### config.mk
export PLATFORM = sky130hd
export DESIGN_NAME = imem_loader_flat
export DESIGN_NICKNAME = d
export VERILOG_FILES = /design/src/rtl/imem_loader_if.sv /design/src/rtl/imem_loader.sv /design/src/flat_wrapper.sv
export SDC_FILE = /design/constraint.sdc
export NUM_CORES = 1
export LEC_CHECK = 0
export BUFFER_PORTS_ARGS = -buffer_cell sky130_fd_sc_hd__buf_4
export CAP_MARGIN = 10
export CORE_MARGIN = 2
export CORE_UTILIZATION = 56
export CTS_BUF_LIST = sky130_fd_sc_hd__clkbuf_16
export DETAILED_ROUTE_END_ITERATION = 6
export PLACE_DENSITY_LB_ADDON = 0.12
export SETUP_SLACK_MARGIN = 0.02
export SLEW_MARGIN = 10
export SYNTH_ARGS = -nofsm -noshare
export SYNTH_HDL_FRONTEND = slang
export SYNTH_SLANG_ARGS = --single-unit
### constraint.sdc
create_clock -name clk -period 2.8 [get_ports clk]
set_input_delay 0.14 -clock clk [delete_from_list [all_inputs] [get_ports clk]]
set_output_delay 0.14 -clock clk [all_outputs]
set_load 0.01 [all_outputs]
### src/rtl/imem_loader_if.sv
// imem_loader_if: byte-stream handshake and instruction-memory write port
// Signals:
//   in_valid/in_data/in_ready   byte stream, transfer on in_valid && in_ready
//   mem_we/mem_addr/mem_wdata   one-cycle word write strobe, word address, data
// Modports: master drives the stream and observes writes; slave is the loader.
interface imem_loader_if #(parameter int ADDR_W = 8);
  logic in_valid;
  logic [7:0] in_data;
  logic in_ready;
  logic mem_we;
  logic [ADDR_W-1:0] mem_addr;
  logic [31:0] mem_wdata;
  modport master (output in_valid, in_data, input in_ready, mem_we, mem_addr, mem_wdata);
  modport slave (input in_valid, in_data, output in_ready, mem_we, mem_addr, mem_wdata);
endinterface

### src/rtl/imem_loader.sv
// imem_loader: boot-time loader assembling big-endian words into instruction memory
// Ports:
//   clk, rst_n      clock, asynchronous active-low reset
//   bus (slave)     byte stream in, instruction-memory write port out
//   i_reload        synchronous restart of the load, re-asserts o_cpu_rst
//   o_cpu_rst       processor reset, high until the image is loaded
//   o_done          image loaded, processor released
//   o_error         sticky load failure
//   o_word_count    words written so far
// Option: IMEM_LOADER_CHECKSUM_EN adds a trailing checksum byte (CHK state).
module imem_loader #(parameter int ADDR_W = 8) (
  input  logic clk,
  input  logic rst_n,
  imem_loader_if.slave bus,
  input  logic i_reload,
  output logic o_cpu_rst,
  output logic o_done,
  output logic o_error,
  output logic [15:0] o_word_count
);
  typedef enum logic [2:0] {
    S_LEN_HI, S_LEN_LO, S_DATA,
`ifdef IMEM_LOADER_CHECKSUM_EN
    S_CHK,
`endif
    S_DONE, S_ERR
  } state_t;
`ifdef IMEM_LOADER_CHECKSUM_EN
  localparam state_t S_FIN = S_CHK;
`else
  localparam state_t S_FIN = S_DONE;
`endif
  localparam logic [16:0] MAX_N = 17'd1 << ADDR_W;
  state_t r_state;
  logic [15:0] r_len;
  logic [1:0] r_cnt;
  logic [23:0] r_shift;
  logic r_we;
  logic [ADDR_W-1:0] r_addr;
  logic [31:0] r_wdata;
  logic r_cpu_rst;
  logic r_done;
  logic r_error;
  logic [15:0] r_wc;
  logic w_hs;
  logic [15:0] w_len;
  logic w_too_long;
  logic w_last;
  assign bus.in_ready = r_state != S_DONE && r_state != S_ERR;
  assign w_hs = bus.in_valid && bus.in_ready;
  assign w_len = {r_len[15:8], bus.in_data};
  assign w_too_long = {1'b0, w_len} > MAX_N;
  assign w_last = r_wc + 16'd1 == r_len;
`ifdef IMEM_LOADER_CHECKSUM_EN
  logic [7:0] r_sum;
  logic [7:0] w_csum;
  assign w_csum = r_sum + bus.in_data;
`endif
  // done/cpu_rst follow the state one edge late so the final write lands first
  always_ff @(posedge clk or negedge rst_n) begin
    if (!rst_n) begin
      r_state <= S_LEN_HI;
      r_len <= '0;
      r_cnt <= '0;
      r_shift <= '0;
      r_we <= 1'b0;
      r_addr <= '0;
      r_wdata <= '0;
      r_cpu_rst <= 1'b1;
      r_done <= 1'b0;
      r_error <= 1'b0;
      r_wc <= '0;
`ifdef IMEM_LOADER_CHECKSUM_EN
      r_sum <= '0;
`endif
    end else begin
      r_we <= 1'b0;
      r_done <= r_state == S_DONE;
      r_cpu_rst <= r_state != S_DONE;
      if (i_reload) begin
        r_state <= S_LEN_HI;
        r_cnt <= '0;
        r_wc <= '0;
        r_done <= 1'b0;
        r_error <= 1'b0;
        r_cpu_rst <= 1'b1;
`ifdef IMEM_LOADER_CHECKSUM_EN
        r_sum <= '0;
`endif
      end else if (w_hs) begin
        case (r_state)
          S_LEN_HI: begin
            r_len[15:8] <= bus.in_data;
            r_state <= S_LEN_LO;
          end
          S_LEN_LO: begin
            r_len[7:0] <= bus.in_data;
            r_error <= w_too_long;
            r_state <= w_too_long ? S_ERR : w_len == 16'd0 ? S_FIN : S_DATA;
          end
          S_DATA: begin
            r_cnt <= r_cnt + 2'd1;
            r_shift <= {r_shift[15:0], bus.in_data};
`ifdef IMEM_LOADER_CHECKSUM_EN
            r_sum <= w_csum;
`endif
            if (r_cnt == 2'd3) begin
              r_we <= 1'b1;
              r_addr <= r_wc[ADDR_W-1:0];
              r_wdata <= {r_shift, bus.in_data};
              r_wc <= r_wc + 16'd1;
              if (w_last) r_state <= S_FIN;
            end
          end
`ifdef IMEM_LOADER_CHECKSUM_EN
          S_CHK: begin
            r_error <= w_csum != 8'd0;
            r_state <= w_csum == 8'd0 ? S_DONE : S_ERR;
          end
`endif
          default: ;
        endcase
      end
    end
  end
  assign bus.mem_we = r_we;
  assign bus.mem_addr = r_addr;
  assign bus.mem_wdata = r_wdata;
  assign o_cpu_rst = r_cpu_rst;
  assign o_done = r_done;
  assign o_error = r_error;
  assign o_word_count = r_wc;
endmodule

### src/flat_wrapper.sv
// flat-port wrapper written by rule: the top's interface ports become plain ports
module imem_loader_flat 
#(parameter int ADDR_W = 8)
  (clk, rst_n, i_reload, o_cpu_rst, o_done, o_error, o_word_count, bus_in_valid, bus_in_data, bus_in_ready, bus_mem_we, bus_mem_addr, bus_mem_wdata);
  imem_loader_if #(.ADDR_W(ADDR_W)) bus_i ();
  input  logic clk;
  input  logic rst_n;
  input  logic i_reload;
  output logic o_cpu_rst;
  output logic o_done;
  output logic o_error;
  output logic [15:0] o_word_count;
  input wire logic [$bits(bus_i.in_valid)-1:0] bus_in_valid;
  input wire logic [$bits(bus_i.in_data)-1:0] bus_in_data;
  output wire logic [$bits(bus_i.in_ready)-1:0] bus_in_ready;
  output wire logic [$bits(bus_i.mem_we)-1:0] bus_mem_we;
  output wire logic [$bits(bus_i.mem_addr)-1:0] bus_mem_addr;
  output wire logic [$bits(bus_i.mem_wdata)-1:0] bus_mem_wdata;
  assign bus_i.in_valid = bus_in_valid;
  assign bus_i.in_data = bus_in_data;
  assign bus_in_ready = bus_i.in_ready;
  assign bus_mem_we = bus_i.mem_we;
  assign bus_mem_addr = bus_i.mem_addr;
  assign bus_mem_wdata = bus_i.mem_wdata;
  imem_loader #(.ADDR_W(ADDR_W)) u_core (.clk(clk), .rst_n(rst_n), .bus(bus_i), .i_reload(i_reload), .o_cpu_rst(o_cpu_rst), .o_done(o_done), .o_error(o_error), .o_word_count(o_word_count));
endmodule
==> results.yml, run 1 <==
yosys:
  synthTopCellsByArea: "dfrtp_1 (56%), mux2_2 (14%), nand2_1 (7.2%)"
  yosys_register_bits: 105
  synth_xor_area_share_pct: 6.79
  syn_inst: 415
  seq_area_frac_synth_pct: 56.6
  syn_avg_cell_area_um2: 11.2
  yosysWarnings: 0
  synth_compound_area_share_pct: 3.13
  synth_top_family_by_area: "simple AND/OR/NAND/NOR gates"
  synth_area_um2: 4640
  syn_nets: 429
  synth_simple_gate_area_share_pct: 16.7
  async_reset_ff_share_pct: 100
  yosys.area.top_type: "dfrtp_1"
  synth_edf_count: 0
  ys_types: 42
  synth-main-ff-cell: "dfrtp_1"
  netlist.area_leader.share_pct: 56.1
  synth_most_common_cell: "dfrtp_1"
  synthAdderAreaFrac_pct: 0.539
  synth_common_cells: "dfrtp_1 (104), nand2_1 (89), mux2_2 (56), nor2_1 (25), xnor2_1 (20)"
  muxShareOfSynthArea_pct: 14.0
run_status:
  status: "finished clean"
setup_path:
  worst_ep_required_time_ns: 3.05
  crit_buf_inv: 0
  cp_slowest_stage_delay_ns: 0.52
  critPathLaunchType: "flip-flop"
  crit_path_end_kind: "flip-flop"
  path_cells: "ha_1 -> xor2_1 -> xnor2_1 -> nand4_1 -> or4_1 -> or4_1 -> o31ai_2"
  critPathMaxFanout: 6
  slowest_stage: "or4_1"
  rrSetupSlack_ns: 0.41
  cp_data_arrival_time_ns: 2.64
  path_class: "reg2reg"
  cp_common_cell: "or4_1"
  critPathTopFamily: "simple AND/OR/NAND/NOR gates"
layout:
  final_util_pct: 68.7
  nNetsFinal: 498
  n_antenna_cell: 0
  layout-drive-gt1-share_pct: 31.9
  area_growth_syn_to_layout_pct: 20.4
  stdcell_area_um2: 5590
place:
  placed_area_um2: 5290
  place.gp.congestion: 0.868
  numPortBuffers: 72
  dp_hpwl_mm: 6.63
cts:
  cts_buffer_depth: 2
  ctsResizeCount: 0
  cts_made_buffers: 9
  tritoncts: "built"
  clk_pin_slew_ns: 0.08
  htree_levels: 3
  clock_sinks: 105
  clk_latency_ns: 0.34
  postCtsSetupRepairBufs: 0
  cts-root-buf: "clkbuf_16"
global_routing:
  grt_pass1_vias: 3053
  grt_pass1_wl_mm: 15.5
  antenna_found_initial: 0
  grtUsageTotal_pct: 22.3
  grt_overflow: 0
  grt_max_degree: 77
sta:
  final-hold-violation-count: 0
  maxSlewHeadroom_pct: 50.1
  setup-violations-final: 0
  rsz0062_at_grt: "no"
  max_freq_mhz: 419
  worst_pin_slew_ns: 0.746
  skew_ns: 0.00958
  fin_crit_ns: 2.39
  finalMaxSlewViolations: 0
  finalCritPeriodShare_pct: 85.3
  tns_ns: 0
  hold-worst-slack_ns: 0.0744
floorplanning:
  die_area_um2: 9030
  row_count: 33
  die_w_um: 95.0
  initial_core_util_pct: 57.1
  core_area_um2: 8130
  io_pins: 73
  die_h_um: 95.0
route:
  drt-pass1-iter-count: 4
  remaining_drc_errors: 0
  antenna_left: 0
  avgRoutedWirePerCell_um: 16.1
  num_vias: 3254
  drtIter0Drc: 157
  vias_per_cell: 5.48
  wl_mm: 9.59
job:
  drv_cap: 0
min_path:
  hold_class: "in2reg"
power_and_ir_drop:
  max-vdd-ir-drop_mv: 0.365
  powerDensity_nw_per_um2: 566
  leakagePower_uw: 0.00279
## stage by stage
| stage | worst slack [ns] | total power, µW | cells |
|---|---|---|---|
| floorplan | 0.526 | 1870 | 415 |
| global placement | 0.460 | 1970 | 577 |
| detailed placement | 0.406 | 1980 | 577 |
| CTS | 0.401 | 3180 | 594 |
| global route | 0.275 | 3290 | 594 |
| finish | 0.413 | 3160 | 594 |
## per-layer routing
layer / global-route usage, % / vias to the layer above / wire length [µm]
li1: - / 1537 / -
met2: 34.3 / 69 / 4620
met5: 0 / - / 0
met1: 32.7 / 1635 / 4470
met4: 7.25 / 0 / 125
met3: 3.64 / 13 / 368
## final cells by class
class | count | area (µm²)
clock inverter | 7 | 65.1
clock buffer | 9 | 225
tap | 105 | 131
fill | 609 | 2550
sequential | 105 | 2630
inverter | 3 | 11.3
timing repair buffer | 80 | 616
multi-input combinational | 285 | 1910
## placed cells by master, fill, tap and decap left out, drive strengths merged, types with 3 or more instances in the layout
| cell type | Yosys | routed |
|---|---|---|
| nor3b | 3 | 3 |
| nand3 | 9 | 9 |
| nor4 | 7 | 7 |
| or3 | 3 | 3 |
| inv | 3 | 7 |
| xor2 | 16 | 16 |
| nor3 | 6 | 6 |
| xnor2 | 20 | 20 |
| mux2 | 56 | 56 |
| and4 | 3 | 3 |
| nor2b | 3 | 3 |
| buf | 8 | 79 |
| and2 | 3 | 3 |
| nand4 | 5 | 5 |
| a21oi | 7 | 7 |
| nand2 | 89 | 89 |
| dfrtp | 104 | 104 |
| nor2 | 25 | 25 |
| o21ai | 7 | 7 |
| clkbuf | 14 | 9 |
## final timing paths
kind	from	endpoint	cells after the start
max in group asynchronous	rst_n	u_core.r_shift[0]	3
worst min-delay path	bus_in_data[5]	u_core.bus.mem_wdata[5]	2
min in group asynchronous	rst_n	u_core.o_word_count[14]	2
worst min register to register	u_core.r_shift[16]	u_core.bus.mem_wdata[24]	2
worst max register to register	u_core.o_word_count[0]	u_core.r_state[0]	7
worst max-delay path	u_core.o_word_count[0]	u_core.r_state[0]	7
## flip-flops by register name, summed over array words and instances, names as in the netlist
signal,cells
u_core.o_error,1
u_core.o_word_count,16
u_core.bus.mem_we,1
u_core.r_state,3
u_core.o_done,1
u_core.bus.mem_addr,8
u_core.bus.mem_wdata,32
u_core.r_shift,24
u_core.r_cnt,2
u_core.r_len,16
u_core.o_cpu_rst,1
## worst register-to-register path, stage by stage, from the launching register on
cell and delay, ns:
dfrtp_1 0.45, ha_1 0.29, xor2_1 0.20, xnor2_1 0.14, nand4_1 0.11, or4_1 0.41
or4_1 0.53, o31ai_2 0.17
## kinds of logic (layout without fill, tap and decap cells)
kind of cell | after synthesis | count (layout)
AOI/OAI and AO/OA | 23 | 23
xor gates and xnor gates | 36 | 36
adders and majority gates | 2 | 2
buffers and inverters | 25 | 99
DFF | 105 | 105
muxes | 58 | 58
and+or+nand+nor | 166 | 166
## where the power goes
group,internal [µW],switching [µW]
logic,148,130
registers,1590,78.7
clock network,622,592
total,2360,801
## what timing repair did
action,in CTS,in global routing
setup endpoints to repair,0,0
endpoints found under the hold margin,28,0
hold buffers,1,0
Note: power is estimated with default switching activity, not from simulation.
==> run 2: changes to the inputs <==
--- a/config.mk
+++ b/config.mk
@@ -7,7 +7,7 @@
 export LEC_CHECK = 0
 export BUFFER_PORTS_ARGS = -buffer_cell sky130_fd_sc_hd__buf_4
 export CAP_MARGIN = 10
-export CORE_MARGIN = 2
+export CORE_MARGIN = 1
 export CORE_UTILIZATION = 56
 export CTS_BUF_LIST = sky130_fd_sc_hd__clkbuf_16
 export DETAILED_ROUTE_END_ITERATION = 6
==> constraint.sdc (replaced) <==
create_clock -name clk -period 2.8 [get_ports clk]
set_input_delay 0.42 -clock clk [delete_from_list [all_inputs] [get_ports clk]]
set_output_delay 0.42 -clock clk [all_outputs]
set_load 0.01 [all_outputs]
==> run 2 against run 1 <==
Compared with the run above:
- clock skew fell by 0.0017 ns
- sequential share of layout area fell by 0.15 points
- highest routed layer unchanged
- flip-flop and latch count did not move
- register-to-register slack got worse by 0.02 ns
- sequential power barely moved
- non-clock buffer count did not move
- utilization rose by 2.4 points
- critical path depth did not move
- global-route usage rose by 1.8 points
- first-iteration DRC count rose by 5.7%
- critical endpoint unchanged
- die area fell by 4.2%
- combinational power rose by 1%
==> results.yml, run 2 (same netlist as run 1, synthesis figures left out) <==
run_status:
  status: "finished clean"
setup_path:
  crit_path_end_kind: "flip-flop"
  rrSetupSlack_ns: 0.40
  cp_common_cell: "or4_1"
  r2r-start: "u_core.o_word_count[0]"
  crit_buf_inv: 0
  critPathLaunchType: "flip-flop"
  crit_start: "u_core.o_word_count[0]"
  critPathMaxFanout: 6
  cp_data_arrival_time_ns: 2.65
  crit_cells: 7
  r2r_cells: 7
  slowest_stage: "or4_1"
  path_class: "reg2reg"
  critPathTopFamily: "simple AND/OR/NAND/NOR gates"
  reg2reg_to: "u_core.r_state[0]"
  cp_slowest_stage_delay_ns: 0.53
  setup.worst_path.end: "u_core.r_state[0]"
  worst_ep_required_time_ns: 3.05
  path_cells: "ha_1 -> xor2_1 -> xnor2_1 -> nand4_1 -> or4_1 -> or4_1 -> o31ai_2"
route:
  drtIter0Drc: 166
  wl_mm: 9.62
  antenna_left: 0
  vias_per_cell: 5.66
  drt-pass1-iter-count: 4
  num_vias: 3347
  avgRoutedWirePerCell_um: 16.3
  remaining_drc_errors: 0
sta:
  finalCritPeriodShare_pct: 85.8
  finalMaxSlewViolations: 0
  final-hold-violation-count: 0
  max_freq_mhz: 416
  setup-violations-final: 0
  rsz0062_at_grt: "no"
  maxSlewHeadroom_pct: 50.1
  skew_ns: 0.00792
  worst_pin_slew_ns: 0.745
  tns_ns: 0
  fin_crit_ns: 2.40
layout:
  area_growth_syn_to_layout_pct: 20.8
  layout_common_cells: "dfrtp_1 (104), nand2_1 (89), buf_4 (78), mux2_2 (56), nor2_1 (25)"
  layout-drive-gt1-share_pct: 32.1
  final_common_cell: "dfrtp_1"
  largest_reg_flops: 32
  fill_cells: 556
  n_antenna_cell: 0
  nNetsFinal: 498
  final_util_pct: 71.1
cts:
  cts_buffer_depth: 2
  clk_latency_ns: 0.34
  cts_hold_buf: 0
  cts_made_buffers: 9
  tritoncts: "built"
  postCtsSetupRepairBufs: 0
  clock_sinks: 105
  clk_pin_slew_ns: 0.07
  cts-root-buf: "clkbuf_16"
  htree_levels: 3
  ctsResizeCount: 0
floorplanning:
  row_count: 32
  die_h_um: 93.0
  io_pins: 73
  initial_core_util_pct: 58.8
  core_area_um2: 7890
  die_w_um: 93.0
  die_area_um2: 8650
min_path:
  hold_class: "in2async"
global_routing:
  grtUsageTotal_pct: 24.1
  grt_pass1_wl_mm: 16.2
  grt_max_degree: 46
  grt_pass1_vias: 3345
  antenna_found_initial: 0
  grt_overflow: 0
power_and_ir_drop:
  seq_power_share_pct: 51.8
  power.internal_uw: 2440
  p_clk_share_pct: 39.3
  leakagePower_uw: 0.00281
  max-vdd-ir-drop_mv: 0.398
  powerDensity_nw_per_um2: 574
  combPwrFrac_pct: 8.8
  p_sw_share_pct: 24.2
  switching_power_uw: 778
job:
  drv_cap: 0
place:
  numPortBuffers: 72
  place.gp.congestion: 0.930
  dp_hpwl_mm: 6.70
## run 2: worst register-to-register path, delay by kind of cell (launching register included)
family / cells / cell delay [ns]
AOI/OAI and AO/OA: 1 / 0.18
xor gates and xnor gates: 2 / 0.34
adders and majority gates: 1 / 0.29
DFF: 1 / 0.45
and+or+nand+nor: 3 / 1.05
## run 2: per-stage QoR
| stage | cells | setup WS [ns] | hold slack (ns) | power [µW] | cell area, µm² |
|---|---|---|---|---|---|
| after global placement | 575 | 0.479 | 0.451 | 1960 | 5300 |
| after floorplan | 415 | 0.526 | 0.124 | 1870 | 4640 |
| after CTS | 591 | 0.395 | 0.0998 | 3240 | 5600 |
| final | 591 | 0.398 | 0.0787 | 3220 | 5600 |
| after detailed placement | 575 | 0.419 | 0.457 | 1980 | 5300 |
| after global routing | 591 | 0.266 | 0.130 | 3340 | 5600 |
## run 2: cell type report
cell class | count | area [µm²] | share of cell area (%)
clock buffers | 9 | 225 | 4.02
multi-input cells | 285 | 1910 | 34.1
repair buffers | 80 | 626 | 11.2
inverters | 3 | 11.3 | 0.201
flip-flops and latches | 105 | 2630 | 46.9
well taps | 102 | 128 | 2.28
clock inverters | 7 | 76.3 | 1.36
## run 2: routing by layer
layer / routed length [µm] / vias to the layer above / track usage, %
met5: 0 / - / 0
met3: 437 / 12 / 4.96
met1: 4300 / 1691 / 33.2
met2: 4770 / 93 / 39.2
li1: - / 1551 / -
met4: 115 / 0 / 6.54
## run 2: worst min path at each step
stage                     start                       to  slack (ns)  depth (start not counted)
final                     rst_n   u_core.o_word_count[8]        0.08                          1
after global routing      rst_n  u_core.o_word_count[12]        0.13                          1
after CTS                 rst_n   u_core.o_word_count[8]         0.1                          1
after detailed placement  rst_n  u_core.o_word_count[12]        0.46                          1
after global placement    rst_n  u_core.o_word_count[12]        0.45                          1
after floorplan           rst_n   u_core.bus.mem_addr[0]        0.12                          0
## run 2: power groups by stage
| stage | sequential, µW | combinational [µW] | clock (µW) |
|---|---|---|---|
| 5_1_grt | 1680 | 314 | 1350 |
| 6_report | 1670 | 283 | 1270 |
| 2_1_floorplan | 1670 | 198 | 0 |
| 3_3_place_gp | 1690 | 270 | 0 |
| 3_5_place_dp | 1700 | 283 | 0 |
| 4_1_cts | 1670 | 287 | 1290 |
==> run 3: changes to the inputs <==
--- a/config.mk
+++ b/config.mk
@@ -11,7 +11,7 @@
 export CORE_UTILIZATION = 56
 export CTS_BUF_LIST = sky130_fd_sc_hd__clkbuf_16
 export DETAILED_ROUTE_END_ITERATION = 6
-export PLACE_DENSITY_LB_ADDON = 0.12
+export PLACE_DENSITY = 0.77
 export SETUP_SLACK_MARGIN = 0.02
 export SLEW_MARGIN = 10
 export SYNTH_ARGS = -nofsm -noshare
==> run 3 against run 2 <==
Compared with the run above:
- critical path depth did not move
- count of clock-buffer cells in the layout is the same
- non-clock buffer count did not move
- die area did not move
- worst setup slack improved by 0.040 ns
- fmax grew 1.7%
- register-to-register slack better by 0.04 ns
==> results.yml, run 3 (same netlist as run 1, synthesis figures left out) <==
run_status:
  status: "finished clean"
sta:
  final-hold-violation-count: 0
  rsz0062_at_grt: "no"
  finalMaxSlewViolations: 0
  tns_ns: 0
  maxSlewHeadroom_pct: 52.0
  finalCritPeriodShare_pct: 84.4
  fin_crit_ns: 2.36
  setup-violations-final: 0
  max_freq_mhz: 423
  worst_pin_slew_ns: 0.720
  skew_ns: 0.00496
floorplanning:
  initial_core_util_pct: 58.8
  die_h_um: 93.0
  io_pins: 73
  die_w_um: 93.0
  row_count: 32
  die_area_um2: 8650
  core_area_um2: 7890
layout:
  nNetsFinal: 498
  n_antenna_cell: 0
  largest_reg_flops: 32
  layout_common_cells: "dfrtp_1 (104), nand2_1 (89), buf_4 (79), mux2_2 (56), nor2_1 (25)"
  layout-drive-gt1-share_pct: 32.3
  final_cells: 591
  area_growth_syn_to_layout_pct: 20.9
  final_common_cell: "dfrtp_1"
route:
  drt-pass1-iter-count: 4
  remaining_drc_errors: 0
  drtIter0Drc: 152
  wl_mm: 9.94
  antenna_left: 0
  vias_per_cell: 5.52
  num_vias: 3265
  avgRoutedWirePerCell_um: 16.8
setup_path:
  critPathLaunchType: "flip-flop"
  critPathMaxFanout: 6
  cp_data_arrival_time_ns: 2.62
  crit_path_end_kind: "flip-flop"
  rrSetupSlack_ns: 0.44
  crit_start: "u_core.o_word_count[0]"
  path_class: "reg2reg"
  r2r-start: "u_core.o_word_count[0]"
  worst_ep_required_time_ns: 3.06
place:
  place.gp.congestion: 0.895
  numPortBuffers: 72
  dp_hpwl_mm: 6.83
  dp.cells: 575
cts:
  postCtsSetupRepairBufs: 0
  htree_levels: 3
  clk_latency_ns: 0.35
  cts_hold_buf: 0
  cts_made_buffers: 9
  cts_buffer_depth: 2
  clock_sinks: 105
  ctsResizeCount: 0
  tritoncts: "built"
  clk_pin_slew_ns: 0.07
  cts-root-buf: "clkbuf_16"
global_routing:
  grt_pass1_vias: 3206
  grt_pass1_wl_mm: 16.7
  grt_overflow: 0
  grtUsageTotal_pct: 25.2
  grt_max_degree: 59
  antenna_found_initial: 0
power_and_ir_drop:
  max-vdd-ir-drop_mv: 0.338
  powerDensity_nw_per_um2: 587
  leakagePower_uw: 0.00281
min_path:
  hold_class: "in2async"
job:
  drv_cap: 0
## run 3: cell types whose count changed in the layout (fill, tap and decap cells not counted), sizes merged
cell      before  now
clkinv         4    1
inv            5    7
clkinvlp       0    1
## run 3: per-layer routing
metal	vias to the layer above	routed length (µm)	GRT usage [%]
met4	0	153	8.08
met1	1626	4510	36.7
met3	13	393	3.58
met2	85	4890	39.3
li1	1541	-	-
met5	-	0	0
## run 3: worst paths after layout
check | cells after the start | endpoint
max | 7 | u_core.r_state[0]
min | 1 | u_core.bus.mem_addr[4]
max reg2reg | 7 | u_core.r_state[0]
min reg2reg | 2 | u_core.bus.mem_wdata[28]
max in group asynchronous | 2 | u_core.o_cpu_rst
min in group clk | 2 | u_core.r_shift[3]
## run 3: where the power goes
part / total, µW / internal (µW) / switching [µW]
clock: 1340 / 724 / 616
combinational: 282 / 148 / 133
sequential: 1670 / 1590 / 84.7
total: 3300 / 2460 / 834
## run 3: through the flow
step	setup WS (ns)	utilization (%)	hold slack, ns	total power [µW]	instance area [µm²]
5_1_grt	0.320	71.1	0.186	3410	5610
3_3_place_gp	0.477	67.1	0.448	1970	5290
2_1_floorplan	0.526	-	0.124	1870	4640
4_1_cts	0.430	71.1	0.149	3320	5610
3_5_place_dp	0.450	67.1	0.451	1980	5290
6_report	0.438	71.1	0.108	3300	5610
## run 3: cell type report
| class | count | area (µm²) |
|---|---|---|
| fill | 560 | 2280 |
| tap | 102 | 128 |
| sequential | 105 | 2630 |
| inverter | 3 | 11.3 |
| multi-input combinational | 285 | 1910 |
| clock buffer | 9 | 225 |
| timing repair buffer | 80 | 613 |
| clock inverter | 7 | 96.3 |
## run 3: critical path, stage by stage (launching register included)
cell and delay (ns):
dfrtp_1 0.45, ha_1 0.29, xor2_1 0.19, xnor2_1 0.13
nand4_1 0.10, or4_1 0.42, or4_1 0.53, o31ai_2 0.18
